File: src/rtl/sequence_generator_pkg.sv
// Shared sizing and state encoding for the gate-sequence enumerator.
// Consumed by the generator, its odometer and the handshake interface.
package sequence_generator_pkg;

    localparam int SEQ_INDEX_BITS    = 2;
    localparam int HIGHEST_SEQ_INDEX = 1;
    localparam int HIGHEST_GATE      = 2;
    localparam int GATE_BITS         = 5;
    localparam int NUM_DIGITS        = HIGHEST_SEQ_INDEX + 1;

    // One bit wider than a digit so digit+1 cannot wrap before the limit compare.
    localparam logic [GATE_BITS:0] GATE_LIMIT = (GATE_BITS+1)'(HIGHEST_GATE);

    typedef logic [SEQ_INDEX_BITS-1:0] seq_index_t;
    typedef logic [GATE_BITS-1:0]      gate_t;

    typedef enum logic [2:0] {
        ST_IDLE,
        ST_ISSUE,
        ST_WAIT,
        ST_ADVANCE,
        ST_DONE
    } state_t;

endpackage

File: src/rtl/sequence_generator_if.sv
// Item handshake between the sequence generator and the sequence multiplier.
// master = generator side, slave = multiplier/controller side.
interface sequence_generator_if;
    import sequence_generator_pkg::*;

    logic       start;
    logic       halt;
    logic       available;
    seq_index_t seq_index;
    gate_t      seq_gate;
    logic       ready;
    logic       first;
    seq_index_t seq_length;
    logic       busy;
    logic       finished;

    modport master (
        input  start, halt, available,
        output seq_index, seq_gate, ready, first, seq_length, busy, finished
    );

    modport slave (
        output start, halt, available,
        input  seq_index, seq_gate, ready, first, seq_length, busy, finished
    );

endinterface

File: src/rtl/sequence_generator_gate_odometer.sv
// Base-(HIGHEST_GATE+1) odometer holding one gate digit per sequence index.
// Reports the digit at sel_i plus, for a pending increment, the highest digit touched and the carry out of digit len_i.
module gate_odometer
    import sequence_generator_pkg::*;
(
    input  logic       clk,
    input  logic       reset,
    input  logic       inc_i,
    input  logic       clr_i,
    input  seq_index_t len_i,
    input  seq_index_t sel_i,
    output gate_t      digit_o,
    output seq_index_t highest_changed_o,
    output logic       carry_out_o
);

    logic [NUM_DIGITS-1:0][GATE_BITS-1:0] digit_vec;
    logic [NUM_DIGITS:0]                  carry_in;
    logic [NUM_DIGITS-1:0]                wrap;
    logic [NUM_DIGITS-1:0]                in_len;

    assign carry_in[0] = 1'b1;

    generate
        for (genvar gi = 0; gi < NUM_DIGITS; gi++) begin : g_digit
            gate_t digit_q;

            assign in_len[gi]      = (gi <= int'(len_i));
            assign wrap[gi]        = (({1'b0, digit_q} + 1'b1) > GATE_LIMIT);
            // Digits above the current length never move, so the carry chain stops there.
            assign carry_in[gi+1]  = carry_in[gi] & wrap[gi] & in_len[gi];
            assign digit_vec[gi]   = digit_q;

            always_ff @(posedge clk) begin
                if (reset || clr_i) begin
                    digit_q <= '0;
                end else if (inc_i && carry_in[gi] && in_len[gi]) begin
                    digit_q <= wrap[gi] ? '0 : digit_q + 1'b1;
                end
            end
        end
    endgenerate

    always_comb begin
        digit_o           = '0;
        highest_changed_o = '0;
        carry_out_o       = 1'b0;
        for (int i = 0; i < NUM_DIGITS; i++) begin
            if (i == int'(sel_i)) begin
                digit_o = digit_vec[i];
            end
            if (carry_in[i] && in_len[i]) begin
                highest_changed_o = seq_index_t'(i);
            end
            if (i == int'(len_i)) begin
                carry_out_o = carry_in[i+1];
            end
        end
    end

endmodule

File: src/rtl/sequence_generator.sv
// Enumerates all gate sequences, shortest first, issuing only the digits that changed since the previous sequence.
// One item per ISSUE/WAIT pair; the multiplier paces the walk through `available`.
module sequence_generator
    import sequence_generator_pkg::*;
(
    input  logic                 clk,
    input  logic                 reset,
    sequence_generator_if.master seq_bus
);

    state_t     state_q, state_d;
    seq_index_t cur_q, cur_d;
    seq_index_t len_q, len_d;

    logic       odo_inc;
    logic       odo_clr;
    gate_t      digit_sel;
    seq_index_t top_idx;
    logic       odo_carry;

    gate_odometer u_odometer (
        .clk               (clk),
        .reset             (reset),
        .inc_i             (odo_inc),
        .clr_i             (odo_clr),
        .len_i             (len_q),
        .sel_i             (cur_q),
        .digit_o           (digit_sel),
        .highest_changed_o (top_idx),
        .carry_out_o       (odo_carry)
    );

    always_ff @(posedge clk) begin
        if (reset) begin
            state_q <= ST_IDLE;
            cur_q   <= '0;
            len_q   <= '0;
        end else begin
            state_q <= state_d;
            cur_q   <= cur_d;
            len_q   <= len_d;
        end
    end

    always_comb begin
        state_d = state_q;
        cur_d   = cur_q;
        len_d   = len_q;
        odo_inc = 1'b0;
        odo_clr = 1'b0;
        unique case (state_q)
            ST_IDLE, ST_DONE: begin
                if (seq_bus.start) begin
                    state_d = ST_ISSUE;
                    cur_d   = '0;
                    len_d   = '0;
                    odo_clr = 1'b1;
                end
            end
            ST_ISSUE: begin
                state_d = ST_WAIT;
            end
            ST_WAIT: begin
                if (seq_bus.available) begin
                    if (cur_q != '0) begin
                        cur_d   = cur_q - 1'b1;
                        state_d = ST_ISSUE;
                    end else begin
                        state_d = ST_ADVANCE;
                    end
                end
            end
            ST_ADVANCE: begin
                // Halt only lands here, so a partially issued sequence is always completed first.
                if (seq_bus.halt) begin
                    state_d = ST_IDLE;
                end else if (odo_carry) begin
                    odo_clr = 1'b1;
                    if (int'(len_q) == HIGHEST_SEQ_INDEX) begin
                        state_d = ST_DONE;
                    end else begin
                        len_d   = len_q + 1'b1;
                        cur_d   = len_q + 1'b1;
                        state_d = ST_ISSUE;
                    end
                end else begin
                    odo_inc = 1'b1;
                    cur_d   = top_idx;
                    state_d = ST_ISSUE;
                end
            end
            default: begin
                state_d = ST_IDLE;
            end
        endcase
    end

    assign seq_bus.ready      = (state_q == ST_ISSUE);
    assign seq_bus.first      = ((state_q == ST_ISSUE) || (state_q == ST_WAIT)) && (cur_q == len_q);
    assign seq_bus.seq_index  = cur_q;
    assign seq_bus.seq_gate   = digit_sel;
    assign seq_bus.seq_length = len_q;
    assign seq_bus.busy       = (state_q == ST_ISSUE) || (state_q == ST_WAIT) || (state_q == ST_ADVANCE);
    assign seq_bus.finished   = (state_q == ST_DONE);

endmodule

File: src/flat_wrapper.sv
// flat-port wrapper written by rule: the top's interface ports become plain ports
module sequence_generator_flat import sequence_generator_pkg::*;
  (clk, reset, seq_bus_start, seq_bus_halt, seq_bus_available, seq_bus_seq_index, seq_bus_seq_gate, seq_bus_ready, seq_bus_first, seq_bus_seq_length, seq_bus_busy, seq_bus_finished);
  sequence_generator_if seq_bus_i ();
  input  logic clk;
  input  logic reset;
  input wire logic [$bits(seq_bus_i.start)-1:0] seq_bus_start;
  input wire logic [$bits(seq_bus_i.halt)-1:0] seq_bus_halt;
  input wire logic [$bits(seq_bus_i.available)-1:0] seq_bus_available;
  output wire logic [$bits(seq_bus_i.seq_index)-1:0] seq_bus_seq_index;
  output wire logic [$bits(seq_bus_i.seq_gate)-1:0] seq_bus_seq_gate;
  output wire logic [$bits(seq_bus_i.ready)-1:0] seq_bus_ready;
  output wire logic [$bits(seq_bus_i.first)-1:0] seq_bus_first;
  output wire logic [$bits(seq_bus_i.seq_length)-1:0] seq_bus_seq_length;
  output wire logic [$bits(seq_bus_i.busy)-1:0] seq_bus_busy;
  output wire logic [$bits(seq_bus_i.finished)-1:0] seq_bus_finished;
  assign seq_bus_i.start = seq_bus_start;
  assign seq_bus_i.halt = seq_bus_halt;
  assign seq_bus_i.available = seq_bus_available;
  assign seq_bus_seq_index = seq_bus_i.seq_index;
  assign seq_bus_seq_gate = seq_bus_i.seq_gate;
  assign seq_bus_ready = seq_bus_i.ready;
  assign seq_bus_first = seq_bus_i.first;
  assign seq_bus_seq_length = seq_bus_i.seq_length;
  assign seq_bus_busy = seq_bus_i.busy;
  assign seq_bus_finished = seq_bus_i.finished;
  sequence_generator u_core (.clk(clk), .reset(reset), .seq_bus(seq_bus_i));
endmodule
File: config.mk
export PLATFORM = sky130hd
export DESIGN_NAME = sequence_generator_flat
export DESIGN_NICKNAME = d
export VERILOG_FILES = /design/src/rtl/sequence_generator_pkg.sv /design/src/rtl/sequence_generator_if.sv /design/src/rtl/sequence_generator_gate_odometer.sv /design/src/rtl/sequence_generator.sv /design/src/flat_wrapper.sv
export SDC_FILE = /design/constraint.sdc
export NUM_CORES = 1
export LEC_CHECK = 0
export ABC_CLOCK_PERIOD_IN_PS = 4200
export BUFFER_PORTS_ARGS = -buffer_cell sky130_fd_sc_hd__buf_2
export CORE_UTILIZATION = 50
export CTS_CLUSTER_SIZE = 25
export DETAILED_ROUTE_END_ITERATION = 10
export GPL_TIMING_DRIVEN = 0
export PLACE_DENSITY = 0.69
export SLEW_MARGIN = 20
export SYNTH_ARGS = -nofsm -noshare
export SYNTH_HDL_FRONTEND = slang
export SYNTH_HIERARCHICAL = 1
export SYNTH_SLANG_ARGS = --single-unit
export TNS_END_PERCENT = 100
File: constraint.sdc
create_clock -name clk -period 4.2 [get_ports clk]
set_input_delay 0.42 -clock clk [delete_from_list [all_inputs] [get_ports clk]]
set_output_delay 0.42 -clock clk [all_outputs]
set_load 0.005 [all_outputs]
==> results.toml, run 1 <==
[die]
start_util_pct = 52.9
rows = 17
die_h_um = 50.4
core-area_um2 = 2210
io_pins = 18
dieWidth_um = 50.4
dieArea_um2 = 2540

[global_routing]
first_global_vias = 850
grt-ovfl-total = 0
grt_pass1_wl_mm = 3.90
grt_usage_pct = 20.7
grt_antenna_before_repair = 0
grt_start_max_net_pins = 12

[layout]
stdcell_count = 182
finish.utilization_pct = 59.7
design_area_um2 = 1320
insertedDiodeCount = 0
multi_input_area_um2 = 752
regArea_um2 = 340
area.growth.synth_to_final_pct = 12.8
layout-drive-gt1-share_pct = 25.3
nets = 166
fillers = 210

[clock_tree]
ctsRootBufferMaster = "clkbuf_4"
clock_latency_ps = 290
cts.clk_slew.worst_paths_ps = 110
cts_made_buffers = 3
cts.sinks = 17
postCtsSetupBuffers = 0
htreeDepth = 1
cts_resized = 0
clockBufferDepth = 2
hold_buffers = 0
cts_tree = "yes"

[critical_path]
arrival_ps = 3440
crit_path_end_kind = "flop"
crit_type = "flop to flop"
worstPathMaxFanout = 7
rrSetupSlack_ps = 960
start_kind = "flop"
critPathRequiredTime_ps = 4400

[yosys]
async_flop_share_pct = 0
synth_nets = 144
synthFlopType = "dfxtp_1"
synth_edf_count = 0
yosysTopAreaCellShare_pct = 29.1
postSynthCellCount = 133
synth_cell_types = 50
yosysSeqAreaShare_pct = 29.1
synth_seq_cells = 17
synth_largest_area_cell = "dfxtp_1"
syn_area_um2 = 1170
post_synth.cell_area_avg_um2 = 8.81
ys_warn_count = 6
synth_area_leaders = "dfxtp_1 29%, mux2i_1 7.7%, nor2_1 7.7%"

[timing]
whs_ps = 413
worstMarginPinSlew_ps = 847
rsz0062_at_grt = "false"
setup_violations = 0
timing.final.crit_share_pct = 77.2
fin_crit_ps = 3240
fin_setup_tns_ps = 0
maxSlewViolCount = 0
max_freq_ghz = 0.308
skew_ps = 2.48
slew_headroom_pct = 43.2
final_hold_viol_count = 0

[outcome]
outcome = "finished, final reports clean"

[placed_design]
gp_congestion = 0.786
dp_hpwl_mm = 1.83
io_buffers = 17
dp.cells = 178
placed_cell_area_um2 = 1290

[route]
wire_per_inst_um = 12.9
wl_met2_um = 986
dr.max_layer_used = "met4"
drt_iter0_drc = 14
antenna_left = 0
vias = 1008
first_pass_iters = 4
wirelength_mm = 2.35
avgViaCountPerCell = 5.54
met1_length_mm = 1.27
met3_length_um = 69
drc_errors = 0

[power]
peakVddDrop_mv = 0.149
power_density_nw_per_um2 = 268
p_leak_nw = 0.560

[hold_path]
hold_class = "input pin to flop"

[job]
max-cap-violations = 0
## synthesized netlist by cell type, drive strengths merged (2+ instances only)
library cell	n
a21o	2
a21oi	4
and2	5
buf	5
clkbuf	2
dfxtp	17
ha	6
inv	7
mux2i	9
nand2	5
nand2b	4
nand3	3
nand3b	3
nor2	25
nor3	3
nor3b	4
nor4	2
nor4b	2
o21ai	3
o31ai	2
xor2	2
## path summary, 6_finish.rpt
path	start	end	depth (start not counted)
setup / recovery	u_core/u_odometer/g_digit[0].digit_q[1]	u_core/u_odometer/g_digit[0].digit_q[2]	11
hold reg to reg	u_core/u_odometer/g_digit[0].digit_q[4]	u_core/u_odometer/g_digit[0].digit_q[4]	1
setup reg to reg	u_core/u_odometer/g_digit[0].digit_q[1]	u_core/u_odometer/g_digit[0].digit_q[2]	11
hold / removal	reset	u_core/u_odometer/g_digit[0].digit_q[1]	3
## registers in the layout, summed over array words and instances (netlist names)
register and cells:
u_core/seq_bus.seq_length 2, u_core/u_odometer/g_digit.digit_q 10, u_core/seq_bus.seq_index 2, u_core/state_q 3
## through the flow
step | setup WS [ps] | total power (W)
5_1_grt | 714 | 0.000376
6_report | 957 | 0.000354
3_5_place_dp | 1040 | 0.000264
4_1_cts | 1020 | 0.000358
2_1_floorplan | 1470 | 0.000242
3_3_place_gp | 1080 | 0.000262
## cell type report
type / instances / area share (%)
buffer: 7 / 3.98
multi-input combinational: 102 / 56.9
tap: 28 / 2.65
clock inverter: 1 / 0.568
sequential: 17 / 25.8
timing repair buffer: 17 / 6.44
clock buffer: 3 / 1.70
inverter: 7 / 1.99
## cells in the final DEF (no fill, tap or decap), types with 2 or more instances in the layout
cell | Yosys | final
buf_6 | 3 | 3
nor2_1 | 24 | 24
nand3_1 | 3 | 3
clkbuf_1 | 2 | 2
clkbuf_4 | 0 | 3
a21o_1 | 2 | 2
o21ai_0 | 2 | 2
a21oi_1 | 2 | 2
xor2_1 | 2 | 2
buf_2 | 0 | 17
nand2_1 | 5 | 5
mux2i_1 | 9 | 9
dfxtp_1 | 17 | 17
inv_1 | 7 | 7
nor3b_1 | 4 | 4
nand3b_1 | 2 | 2
nand2b_1 | 4 | 4
and2_1 | 3 | 3
nor3_1 | 2 | 2
ha_1 | 6 | 6
and2_2 | 2 | 2
o31ai_2 | 2 | 2
## power breakdown
group	total [W]	leakage, nW	internal (W)	switching, W
Combinational	0.0000898	0.408	0.0000397	0.0000502
Clock	0.0000933	0.0139	0.0000362	0.0000571
Sequential	0.000171	0.137	0.000165	0.00000585
## kinds of logic (layout without fill, tap and decap cells)
| kind of cell | after synthesis | in the layout | share of synthesized area, % |
|---|---|---|---|
| and+or+nand+nor | 61 | 61 | 31.4 |
| AOI/OAI and AO/OA | 22 | 22 | 16.1 |
| DFF | 17 | 17 | 29.1 |
| buffers and inverters | 14 | 35 | 6.73 |
| muxes | 9 | 9 | 7.69 |
| adders and majority gates | 6 | 6 | 6.41 |
| xor gates and xnor gates | 3 | 3 | 2.24 |
| other | 1 | 1 | 0.320 |
## routing by layer
| metal | track usage [%] | vias to the layer above |
|---|---|---|
| met4 | 9.72 | 0 |
| met5 | 0 | - |
| met1 | 30.6 | 477 |
| met2 | 28.4 | 15 |
| met3 | 3.64 | 2 |
| li1 | - | 514 |
## critical path, stage by stage (launching register included)
cell      delay (ps)
dfxtp_1          390
inv_1             70
ha_1             280
o21ai_0          360
nor2_1           120
a311oi_1         720
nor3b_1          360
a21o_1           140
or2_2            100
clkbuf_1         270
nor2_1           110
and2_2           220
Power figures use the tool's default switching activity.
==> inputs of run 2 (changes only) <==
Settings changed: ABC_CLOCK_PERIOD_IN_PS 4200 to 3250.
Clock period 4.2 ns to 3.25 ns, I/O delays scaled along.
==> results.toml, run 2 (same netlist as run 1, synthesis figures left out) <==
[die]
start_util_pct = 52.9
core-area_um2 = 2210
io_pins = 18
rows = 17
die_h_um = 50.4
dieWidth_um = 50.4
dieArea_um2 = 2540

[clock_tree]
cts.clk_slew.worst_paths_ps = 110
cts.sinks = 17
clock_latency_ps = 290
cts_tree = "yes"
clockBufferDepth = 2
htreeDepth = 1
postCtsSetupBuffers = 0
ctsRootBufferMaster = "clkbuf_4"
cts_made_buffers = 3

[timing]
max_freq_ghz = 0.331
fin_crit_ps = 3020
maxSlewViolCount = 0
skew_ps = 0.758
whs_ps = 317
timing.final.crit_share_pct = 92.9
worstMarginPinSlew_ps = 578
slew_headroom_pct = 61.1
setup_violations = 0
rsz0062_at_grt = "false"
final_hold_viol_count = 0
fin_setup_tns_ps = 0

[critical_path]
critPathRequiredTime_ps = 3450
crit_path_end_kind = "flop"
arrival_ps = 3220
worstPathMaxFanout = 7
crit_type = "flop to flop"
start_kind = "flop"
reg2reg_depth = 11

[global_routing]
grt-ovfl-total = 0
grt_pass1_wl_mm = 3.90
grt_usage_pct = 20.7
first_global_vias = 850
grt_start_max_net_pins = 12
grt_antenna_before_repair = 0

[hold_path]
hold_class = "input pin to flop"
hold_depth = 3

[outcome]
outcome = "finished, final reports clean"

[route]
antenna_left = 0
avgViaCountPerCell = 5.49
drt_iter0_drc = 14
drc_errors = 0
wire_per_inst_um = 13.0
first_pass_iters = 4
wirelength_mm = 2.36
vias = 1000

[power]
peakVddDrop_mv = 0.189
power_density_nw_per_um2 = 346
seqPwrFrac_pct = 48.2
p_leak_nw = 0.561
sw_frac_of_total_pct = 32.0
combinationalPowerShare_pct = 25.3
power.internal_w = 0.000312
switching_power_w = 0.000147
pwr-share-clk_pct = 26.4

[placed_design]
io_buffers = 17
placed_cell_area_um2 = 1290
dp.cells = 178
gp_congestion = 0.786
dp_hpwl_mm = 1.83

[layout]
stdcell_count = 182
top_regs = "u_core/u_odometer/g_digit.digit_q (10), u_core/state_q (3)"
design_area_um2 = 1330
regArea_um2 = 340
multi_input_area_um2 = 758
final_common_cell = "nor2_1"
insertedDiodeCount = 0
final_cell_mix = "24 x nor2_1, 17 x buf_2, 17 x dfxtp_1, 9 x mux2i_1, 7 x inv_1"
top_register = "u_core/u_odometer/g_digit.digit_q"
layout-drive-gt1-share_pct = 26.0
largest_reg_flops = 10
fillers = 210
nets = 166
area.growth.synth_to_final_pct = 13.4

[job]
max-cap-violations = 0
run 2: cell counts in the layout (fill, tap and decap cells not counted):
Identical to the previous run, type by type.
run 2: through the flow:
| step | total power [W] | util, % | worst slack [ps] |
|---|---|---|---|
| floorplan | 0.000312 | - | 523 |
| global placement | 0.000338 | 58.4 | 132 |
| detailed placement | 0.000341 | 58.4 | 89.9 |
| CTS | 0.000463 | 59.7 | 66.9 |
| global route | 0.000486 | 60.0 | 15.7 |
| finish | 0.000459 | 60.0 | 230 |
run 2: final cells by class:
| cell class | count | share of cell area, % |
|---|---|---|
| buffer | 7 | 3.96 |
| clock buffer | 3 | 1.70 |
| clock inverter | 1 | 0.566 |
| inverter | 7 | 1.98 |
| multi-input combinational | 102 | 57.1 |
| sequential | 17 | 25.6 |
| tap | 28 | 2.64 |
| timing repair buffer | 17 | 6.41 |
run 2: power groups by stage:
stage / logic [W] / clock network (W) / registers [W]
after global routing: 0.000127 / 0.000137 / 0.000222
after floorplan: 0.0000877 / 0 / 0.000225
final: 0.000116 / 0.000121 / 0.000221
after detailed placement: 0.000115 / 0 / 0.000226
after global placement: 0.000113 / 0 / 0.000225
after CTS: 0.000116 / 0.000126 / 0.000221
run 2: worst paths after layout:
kind | from | end | slack [ps]
max reg2reg | u_core/u_odometer/g_digit[0].digit_q[1] | u_core/u_odometer/g_digit[0].digit_q[2] | 230
max | u_core/u_odometer/g_digit[0].digit_q[1] | u_core/u_odometer/g_digit[0].digit_q[2] | 230
min | reset | u_core/u_odometer/g_digit[0].digit_q[1] | 320
min reg2reg | u_core/u_odometer/g_digit[0].digit_q[4] | u_core/u_odometer/g_digit[0].digit_q[4] | 500
run 2: timing repair:
item,CTS,global route
endpoints found under the hold margin,0,0
resized for setup,0,1
hold buffers,0,0
endpoints found under the setup margin,0,9
run 2: metal layers:
layer,routed length [um],GRT usage [%]
met4,26,9.72
met2,978,28.4
met5,0,0
met1,1290,30.6
met3,69,3.64
run 2: worst max-delay path, cell delays in order, from the launching register on:
cell      delay, ps
dfxtp_1         390
inv_1            80
ha_1            280
o21ai_0         370
nor2_1          130
a311oi_2        490
nor3b_1         340
a21o_1          140
or2_2           100
clkbuf_1        270
nor2_1          110
and2_2          220
==> inputs of run 3 (changes only) <==
Settings changed: SYNTH_HIERARCHICAL 1 to default.
==> results.toml, run 3 <==
[route]
avgViaCountPerCell = 5.67
wirelength_mm = 2.55
vias = 1100
first_pass_iters = 5
drc_errors = 0
wire_per_inst_um = 13.2
drt_iter0_drc = 36
antenna_left = 0

[yosys]
synth_nets = 159
post_synth.cell_area_avg_um2 = 7.96
async_flop_share_pct = 0
postSynthCellCount = 145
synth_cell_types = 44
yosysSeqAreaShare_pct = 29.5
synth_area_leaders = "dfxtp_1 29%, ha_1 9.8%, nand2_1 5.9%"
synth_largest_area_cell = "dfxtp_1"
ys_warn_count = 0
yosysTopAreaCellShare_pct = 29.5
synthFlopType = "dfxtp_1"
syn_area_um2 = 1150
yosysMostFrequentCell = "nand2_1"
synth_seq_cells = 17
synth_edf_count = 0
synth_common_cells = "18 x nand2_1, 17 x dfxtp_1, 16 x nor2_1, 11 x a21oi_1, 10 x inv_1"

[timing]
skew_ps = 1.67
max_freq_ghz = 0.440
slew_headroom_pct = 54.4
fin_crit_ps = 2270
timing.final.crit_share_pct = 69.9
maxSlewViolCount = 0
fin_ws_ps = 977
final_hold_viol_count = 0
setup_violations = 0
rsz0062_at_grt = "false"
whs_ps = 354
worstMarginPinSlew_ps = 676
fin_setup_tns_ps = 0

[clock_tree]
ctsRootBufferMaster = "clkbuf_4"
hold_buffers = 0
cts_resized = 0
postCtsSetupBuffers = 0
cts_made_buffers = 3
cts.clk_slew.worst_paths_ps = 100
clock_latency_ps = 290
htreeDepth = 1
cts.sinks = 17
clockBufferDepth = 2
cts_tree = "yes"

[critical_path]
critPathMaxStageDelay_ps = 560
critPathSlowestCell = "o21ai_0"
path_delay_family = "compound AO/OA/AOI/OAI gates"
rrSetupSlack_ps = 980
start_kind = "flop"
path_cells = "inv_1 -> ha_1 -> o21ai_0 -> o21ai_0 -> a21oi_1 -> mux2_2"
crit_type = "flop to flop"
crit_top_cell = "o21ai_0"
crit_path_end_kind = "flop"
worstPathMaxFanout = 5
path_buf_inv = 1
arrival_ps = 2460
critPathRequiredTime_ps = 3440

[global_routing]
grt_pass1_wl_mm = 4.40
first_global_vias = 1006
grt_start_max_net_pins = 11
grt_antenna_before_repair = 0
grt_usage_pct = 22.6
grt-ovfl-total = 0

[die]
start_util_pct = 52.7
io_pins = 18
dieArea_um2 = 2510
die_h_um = 50.1
core-area_um2 = 2190
dieWidth_um = 50.1
rows = 17

[power]
power_density_nw_per_um2 = 358
p_leak_nw = 0.588
peakVddDrop_mv = 0.261
power_w = 0.000466

[outcome]
outcome = "finished, final reports clean"

[job]
max-cap-violations = 0

[layout]
top_register = "u_core.u_odometer.g_digit.digit_q"
top_regs = "u_core.u_odometer.g_digit.digit_q (10), u_core.state_q (3)"
area.growth.synth_to_final_pct = 12.7
insertedDiodeCount = 0
final_common_cell = "nand2_1"
regArea_um2 = 340
final_cell_mix = "18 x nand2_1, 17 x buf_2, 17 x dfxtp_1, 16 x nor2_1, 11 x a21oi_1"
layout-drive-gt1-share_pct = 16.3
nets = 181
design_area_um2 = 1300
multi_input_area_um2 = 753
largest_reg_flops = 10
fillers = 210

[placed_design]
dp_hpwl_mm = 1.95
dp_slack_ps = 1030
io_buffers = 17
placed_cell_area_um2 = 1270
gp_congestion = 0.865

[hold_path]
hold_class = "input pin to flop"
## run 3: cell count changes after synthesis, moves of 3 or more
cell,change
and3_1,+5
nor3b_1,-4
inv_1,+3
nor2_1,-8
ha_1,+3
or4_1,+3
o21ai_0,+6
buf_6,-3
nand2_1,+13
a21oi_1,+9
mux2i_1,-8
## run 3: worst min-delay path: cells and delay by family
family / cells / cell delay, ps
compound gates: 2 / 170
buf+inv: 1 / 100
## run 3: area by class of cell
| cell class | count | area share (%) |
|---|---|---|
| clock buffer | 4 | 2.02 |
| timing repair buffer | 17 | 6.54 |
| buffer | 5 | 1.83 |
| sequential | 17 | 26.2 |
| tap | 28 | 2.69 |
| multi-input combinational | 113 | 57.9 |
| inverter | 10 | 2.88 |
## run 3: layer usage
layer	track usage (%)	vias up	share of wire, %
met5	0	-	0
met4	7.14	0	1.1
met3	3.09	5	3.8
met2	38.2	26	48
met1	29.2	515	47
li1	-	554	-
## run 3: report_power, final
group | total [W] | internal, W | switching, W | leakage [nW]
registers | 0.000222 | 0.000215 | 0.00000638 | 0.137
logic | 0.000131 | 0.0000552 | 0.0000760 | 0.436
clock network | 0.000113 | 0.0000477 | 0.0000652 | 0.0150
## run 3: path summary, 6_finish.rpt
| kind | startpoint | end | cells past startpoint |
|---|---|---|---|
| max | u_core.u_odometer.g_digit[0].digit_q[1] | u_core.seq_bus.seq_length[0] | 6 |
| min | seq_bus_halt | u_core.state_q[0] | 3 |
| max reg2reg | u_core.u_odometer.g_digit[0].digit_q[1] | u_core.seq_bus.seq_length[0] | 6 |
| min reg2reg | u_core.u_odometer.g_digit[0].digit_q[3] | u_core.u_odometer.g_digit[0].digit_q[3] | 1 |
## run 3: logic make-up (layout without fill, tap and decap cells)
| logic type | Yosys count | count (layout) | share of synthesized area [%] |
|---|---|---|---|
| simple gates | 65 | 65 | 30.6 |
| compound gates | 34 | 34 | 20.8 |
| flops | 17 | 17 | 29.5 |
| buf+inv | 15 | 36 | 5.31 |
| fa+ha+maj | 9 | 9 | 9.75 |
| xor+xnor | 3 | 3 | 2.28 |
| mux | 2 | 2 | 1.84 |
## run 3: per-stage QoR
step	cells	utilization [%]
4_1_cts	194	59.4
5_1_grt	194	59.4
3_3_place_gp	190	58.2
6_report	194	59.4
3_5_place_dp	190	58.2
2_1_floorplan	145	-
